<file path="config.mk">
export PLATFORM = sky130hd
export DESIGN_NAME = buf_stream_fifo
export DESIGN_NICKNAME = d
export VERILOG_FILES = /design/src/rtl/buf_pkg.sv /design/src/rtl/buf_sdp.sv /design/src/rtl/buf_stream_fifo.sv
export SDC_FILE = /design/constraint.sdc
export NUM_CORES = 1
export LEC_CHECK = 0
export BUFFER_PORTS_ARGS = -buffer_cell sky130_fd_sc_hd__clkbuf_2
export CAP_MARGIN = 30
export CORE_MARGIN = 10
export CORE_UTILIZATION = 40
export CTS_CLUSTER_SIZE = 25
export DETAILED_ROUTE_END_ITERATION = 16
export PLACE_DENSITY_LB_ADDON = 0.1
export SLEW_MARGIN = 20
export SYNTH_ARGS = -nofsm -noshare
export SYNTH_HDL_FRONTEND = slang
export SYNTH_SLANG_ARGS = --single-unit
</file>
<file path="constraint.sdc">
create_clock -name i_clk -period 2.9 [get_ports i_clk]
set_input_delay 0.145 -clock i_clk [delete_from_list [all_inputs] [get_ports i_clk]]
set_output_delay 0.145 -clock i_clk [all_outputs]
set_load 0.01 [all_outputs]
</file>
<file path="src/rtl/buf_pkg.sv">
// Shared helpers for the streaming FIFO: log2 sizing functions and the
// per-cycle handshake operation encoding.
package buf_pkg;

    function automatic int clog2(input int value);
        int res;
        res = 0;
        for (int i = 0; i < 31; i++) begin
            if ((32'sd1 <<< i) < value) begin
                res = i + 1;
            end
        end
        return res;
    endfunction

    // Pointer, occupancy-counter and level widths derived from the RAM depth.
    function automatic int ptr_w(input int depth);
        return clog2(depth);
    endfunction

    function automatic int cnt_w(input int depth);
        return clog2(depth + 32'sd1);
    endfunction

    function automatic int lvl_w(input int depth);
        return clog2(depth + 32'sd2);
    endfunction

    typedef enum logic [1:0] {
        OP_IDLE = 2'b00,
        OP_RD   = 2'b01,
        OP_WR   = 2'b10,
        OP_BOTH = 2'b11
    } fifo_op_e;

endpackage

</file>
<file path="src/rtl/buf_sdp.sv">
// Simple dual-port block RAM: port A writes, port B reads into a register
// that holds its value while enb is low.
module buf_sdp
    import buf_pkg::*;
#(
    parameter int RAM_WIDTH = 8,
    parameter int RAM_DEPTH = 128
) (
    input  logic                          clk,
    input  logic                          ena,
    input  logic                          wea,
    input  logic [clog2(RAM_DEPTH)-1:0]   addra,
    input  logic [RAM_WIDTH-1:0]          dina,
    input  logic                          enb,
    input  logic [clog2(RAM_DEPTH)-1:0]   addrb,
    output logic [RAM_WIDTH-1:0]          doutb
);

    logic [RAM_WIDTH-1:0] mem_q [RAM_DEPTH];
    logic [RAM_WIDTH-1:0] doutb_q;
    logic [RAM_WIDTH-1:0] doutb_d;

    // Read register next value: load on enb, otherwise hold.
    always_comb begin
        doutb_d = doutb_q;
        if (enb) begin
            doutb_d = mem_q[addrb];
        end else begin
            doutb_d = doutb_q;
        end
    end

    // Storage and read register update.
    always_ff @(posedge clk) begin
        if (ena && wea) begin
            mem_q[addra] <= dina;
        end
        doutb_q <= doutb_d;
    end

    assign doutb = doutb_q;

endmodule

</file>
<file path="src/rtl/buf_stream_fifo.sv">
// First-word-fall-through streaming FIFO around buf_sdp, hiding its read latency.
// Optional occupancy outputs o_level/o_afull are enabled by `define BUF_FIFO_LEVEL_EN.
module buf_stream_fifo
    import buf_pkg::*;
#(
    parameter int DATA_W    = 8,
    parameter int DEPTH     = 128
`ifdef BUF_FIFO_LEVEL_EN
    ,
    parameter int AFULL_LVL = DEPTH - 4
`endif
) (
    input  logic                      i_clk,
    input  logic                      i_rstn,
    input  logic                      i_valid,
    output logic                      o_ready,
    input  logic [DATA_W-1:0]         i_data,
    output logic                      o_valid,
    input  logic                      i_ready,
    output logic [DATA_W-1:0]         o_data
`ifdef BUF_FIFO_LEVEL_EN
    ,
    output logic [lvl_w(DEPTH)-1:0]   o_level,
    output logic                      o_afull
`endif
);

    localparam int PTR_W = ptr_w(DEPTH);
    localparam int CNT_W = cnt_w(DEPTH);
    localparam logic [CNT_W-1:0] CNT_FULL = CNT_W'(DEPTH);
    localparam logic [CNT_W-1:0] CNT_ZERO = {CNT_W{1'b0}};

    logic [PTR_W-1:0] wr_ptr_q,  wr_ptr_d;
    logic [PTR_W-1:0] rd_ptr_q,  rd_ptr_d;
    logic [CNT_W-1:0] ram_cnt_q, ram_cnt_d;
    logic             out_vld_q, out_vld_d;
    logic             wr_en_s;
    logic             rd_en_s;
    logic             ready_s;
    fifo_op_e         op_s;

    // Handshake decode; ready depends only on the RAM count register.
    // Accesses are suppressed while reset is asserted so nothing lands in the RAM.
    always_comb begin
        ready_s = (ram_cnt_q != CNT_FULL);
        wr_en_s = i_valid && ready_s && i_rstn;
        rd_en_s = (ram_cnt_q != CNT_ZERO) && (!out_vld_q || i_ready) && i_rstn;
        op_s    = fifo_op_e'({wr_en_s, rd_en_s});
    end

    // Next-state for pointers, RAM count and output-valid register.
    always_comb begin
        wr_ptr_d  = wr_ptr_q;
        rd_ptr_d  = rd_ptr_q;
        ram_cnt_d = ram_cnt_q;
        out_vld_d = out_vld_q;

        if (wr_en_s) begin
            wr_ptr_d = wr_ptr_q + PTR_W'(1'b1);
        end else begin
            wr_ptr_d = wr_ptr_q;
        end

        if (rd_en_s) begin
            rd_ptr_d = rd_ptr_q + PTR_W'(1'b1);
        end else begin
            rd_ptr_d = rd_ptr_q;
        end

        case (op_s)
            OP_WR:   ram_cnt_d = ram_cnt_q + CNT_W'(1'b1);
            OP_RD:   ram_cnt_d = ram_cnt_q - CNT_W'(1'b1);
            OP_BOTH: ram_cnt_d = ram_cnt_q;
            default: ram_cnt_d = ram_cnt_q;
        endcase

        // A fresh read refills the output; a consume with nothing behind it empties it.
        if (rd_en_s) begin
            out_vld_d = 1'b1;
        end else if (i_ready) begin
            out_vld_d = 1'b0;
        end else begin
            out_vld_d = out_vld_q;
        end
    end

    // Control registers with synchronous active-low reset.
    always_ff @(posedge i_clk) begin
        if (!i_rstn) begin
            wr_ptr_q  <= {PTR_W{1'b0}};
            rd_ptr_q  <= {PTR_W{1'b0}};
            ram_cnt_q <= CNT_ZERO;
            out_vld_q <= 1'b0;
        end else begin
            wr_ptr_q  <= wr_ptr_d;
            rd_ptr_q  <= rd_ptr_d;
            ram_cnt_q <= ram_cnt_d;
            out_vld_q <= out_vld_d;
        end
    end

    buf_sdp #(
        .RAM_WIDTH (DATA_W),
        .RAM_DEPTH (DEPTH)
    ) u_ram (
        .clk   (i_clk),
        .ena   (wr_en_s),
        .wea   (wr_en_s),
        .addra (wr_ptr_q),
        .dina  (i_data),
        .enb   (rd_en_s),
        .addrb (rd_ptr_q),
        .doutb (o_data)
    );

    assign o_ready = ready_s;
    assign o_valid = out_vld_q;

`ifdef BUF_FIFO_LEVEL_EN
    localparam int LVL_W = lvl_w(DEPTH);
    logic [LVL_W-1:0] level_s;

    // Total occupancy counts the word parked in the output register too.
    always_comb begin
        level_s = LVL_W'(ram_cnt_q) + LVL_W'(out_vld_q);
        o_level = level_s;
        o_afull = (level_s >= LVL_W'(AFULL_LVL));
    end
`endif

endmodule

</file>
==> flow_summary.toml <==
[worst_setup_path]
max_stage_delay_ps = 520
crit_family = "compound AO/OA/AOI/OAI gates"
worstPathArrival_ps = 3170
crit_path_max_fanout = 26
critPathKind = "reg2reg"
crit_chain = "buf_12 > buf_4 > mux4_2 > a221oi_2 > a21oi_1 > nor4_1 > a32oi_1"
cp.depth = 7
rrSetupSlack_ps = 130
cp-start-kind = "flop"
critPathBufInv = 2
required_ps = 3310
rr_startpoint = "rd_ptr_q[0]"
r2r-end = "u_ram.doutb[3]"
reg2regPathDepth = 7
cpMaxStageDelayCell = "mux4_2"
end_kind = "flop"

[detailed_routing]
routed_wl_microns = 103000
first_iter_violations = 1762
viasPerCell = 5.42
num_vias = 20469
wl_per_cell_microns = 27.2
ant_nets = 0
drt_first_pass_iters = 5
drc = 0

[floorplan]
fp.coreArea_sq_mm = 0.103
initial_core_util_pct = 40.3
io_pins = 22
die-area_sq_mm = 0.117
die_w_microns = 343
die_h_microns = 343
core.rowCount = 118

[power]
leakagePower_nw = 15.0
ir_drop_mv = 0.531
powerDensity_mw_per_mm2 = 795

[synth]
synth_cell_types = 65
synth_common_cells = "edfxtp_1, mux4_2, nor2_1"
netlist_area_sq_mm = 0.0417
post-synth-top-count-cell = "edfxtp_1"
postSynthAreaPerCell_sq_um = 19.8
seq_area_frac_synth_pct = 75.5
synth-seq-cells = 1055
synth_edf_count = 1032
synthArstFlopShare_pct = 0
syn_nets = 2129
synth_area_leader_cell = "edfxtp_1"
synth_warnings = 0
synth_top_flop_cell = "edfxtp_1"
yosys.area.top_type_share_pct = 74.4
synth_area_leaders = "edfxtp_1, mux4_2, mux2i_1, nor2_1, dfxtp_1"
synthCells = 2107

[final_layout]
drive_above_1_share_pct = 25.3
nNetsFinal = 2329
fill_cells = 8565
diodes = 0
register_area_sq_mm = 0.0315
syn2layout_area_growth_pct = 16.1
multi_input_area_sq_mm = 0.00945

[sta]
tns_ps = 0
rsz0062_at_grt = "false"
worstMarginPinSlew_ps = 928
max_freq_mhz = 362
timing.final.crit_share_pct = 95.4
setup_violations = 0
hold_slack_ps = 32.5
hold_viol = 0
fin_crit_ps = 2770
finClkSkew_ps = 24.5
drv_slew = 0
slew_headroom_pct = 37.9

[place]
io_buffer_count = 21
gp_congestion = 0.774
place_hpwl_microns = 63300

[cts]
insertion_delay_ps = 680
clk_pin_slew_ps = 60
clock-sinks = 1055
cts_buffers = 110
htree_levels = 3
cts-root-buf = "clkbuf_16"
clockBufferDepth = 3
cts_tree = "built"

[hold_path]
hold_start = "i_data[5]"
hold-path-endpoint = "u_ram.mem_q[35][5]"
min_path_cells = 1
hp-class = "in2reg"

[global_routing]
grt_pass1_wl_microns = 150000
grt_pass1_vias = 21042
grt_util_all_layers_pct = 17.4
grt_max_degree = 112
gr-total-overflow = 0
antenna_found_initial = 0

[run_status]
status = "completed"

[run]
max_cap_violations = 0
[power by group]
group / switching, mW / internal (mW) / total [mW]
logic: 3.67 / 3.20 / 6.88
registers: 0.181 / 16.9 / 17.1
clock network: 5.80 / 8.70 / 14.5
[layout make-up]
cell class	instances	share of cell area (%)
Timing Repair Buffer	212	4.11
Sequential cell	1055	65.0
Clock buffer	129	5.97
Inverter	7	0.0543
Tap cell	1380	3.57
Clock inverter	75	1.74
Multi-Input combinational cell	921	19.5
[metal layers]
layer	vias up	global-route usage [%]	wire length (microns)
li1	9052	-	-
met1	10909	24.8	47000
met2	402	27.9	49100
met3	106	2.95	4870
met4	0	3.99	1590
met5	-	0	0
[through the flow]
stage / instances / area, sq um / utilization [%] / power, mW / setup WS, ps
6_report: 3779 / 48400 / 46.8 / 38.4 / 135
5_1_grt: 3779 / 48400 / 46.8 / 39.9 / 0.511
4_1_cts: 3777 / 48400 / 46.7 / 38.9 / 0.356
3_5_place_dp: 3566 / 44600 / 43.0 / 24.3 / -32.6
3_3_place_gp: 3566 / 44600 / 43.0 / 24.3 / 1.65
2_1_floorplan: 2107 / 41700 / - / 22.1 / 65.0
[worst max-delay path by stage]
stage / startpoint / to / slack (ps)
2_1_floorplan: ram_cnt_q[7] / ram_cnt_q[7] / 70
3_3_place_gp: rd_ptr_q[0] / u_ram.doutb[7] / 2
3_5_place_dp: ram_cnt_q[3] / ram_cnt_q[7] / -30
4_1_cts: rd_ptr_q[0] / u_ram.doutb[1] / 0.4
5_1_grt: rd_ptr_q[0] / u_ram.doutb[5] / 0.5
6_report: rd_ptr_q[0] / u_ram.doutb[3] / 130
[cell usage in the layout, fill, tap and decap left out, types with 4 or more instances in the layout]
cell           instances
a21boi_0              10
a21oi_1               38
a221o_1                6
a221oi_1              22
a221oi_2               5
a22o_1                 8
a22oi_1               51
a31o_2                14
a32oi_1                6
and2_1                 4
and3_1                 7
buf_12                33
buf_4                159
bufinv_16             18
clkbuf_1              16
clkbuf_16            113
clkbuf_2              13
clkinv_1              28
clkinv_2              16
clkinvlp_4             6
dfxtp_1               19
dlygate4sd3_1          7
edfxtp_1            1032
ha_1                   8
inv_1                  7
inv_6                  4
mux2_1                 6
mux2_2                14
mux2i_1              174
mux4_2               188
nand2_1               51
nand3_1               25
nor2_1               174
nor2b_1                8
o21ai_0               14
o22ai_1               16
o31ai_1                4
xnor2_1                6
xor2_1                10
[registers in the layout (all words and copies together), names as in the netlist]
register	flops
wr_ptr_q	7
ram_cnt_q	8
u_ram.mem_q	1024
rd_ptr_q	7
u_ram.doutb	8
o_valid	1
[cells by family (layout without fill, tap and decap cells)]
family	count (synthesis)	count (layout)	share of synthesized area [%]
compound gates	213	213	3.80
buf+inv	131	423	1.98
fa+ha+maj	10	10	0.318
flops	1055	1055	75.5
mux	382	382	14.9
xor+xnor	16	16	0.336
simple gates	300	300	3.22
[timing repair]
item                                   4_1_cts  5_1_grt
hold buffers                                 7        0
endpoints found under the hold margin      102        0
resized for setup                            1        3
setup endpoints to repair                    2        4
buffers inserted                             0        1
pin swaps                                    0        1
(Power assumes the default switching activity.)
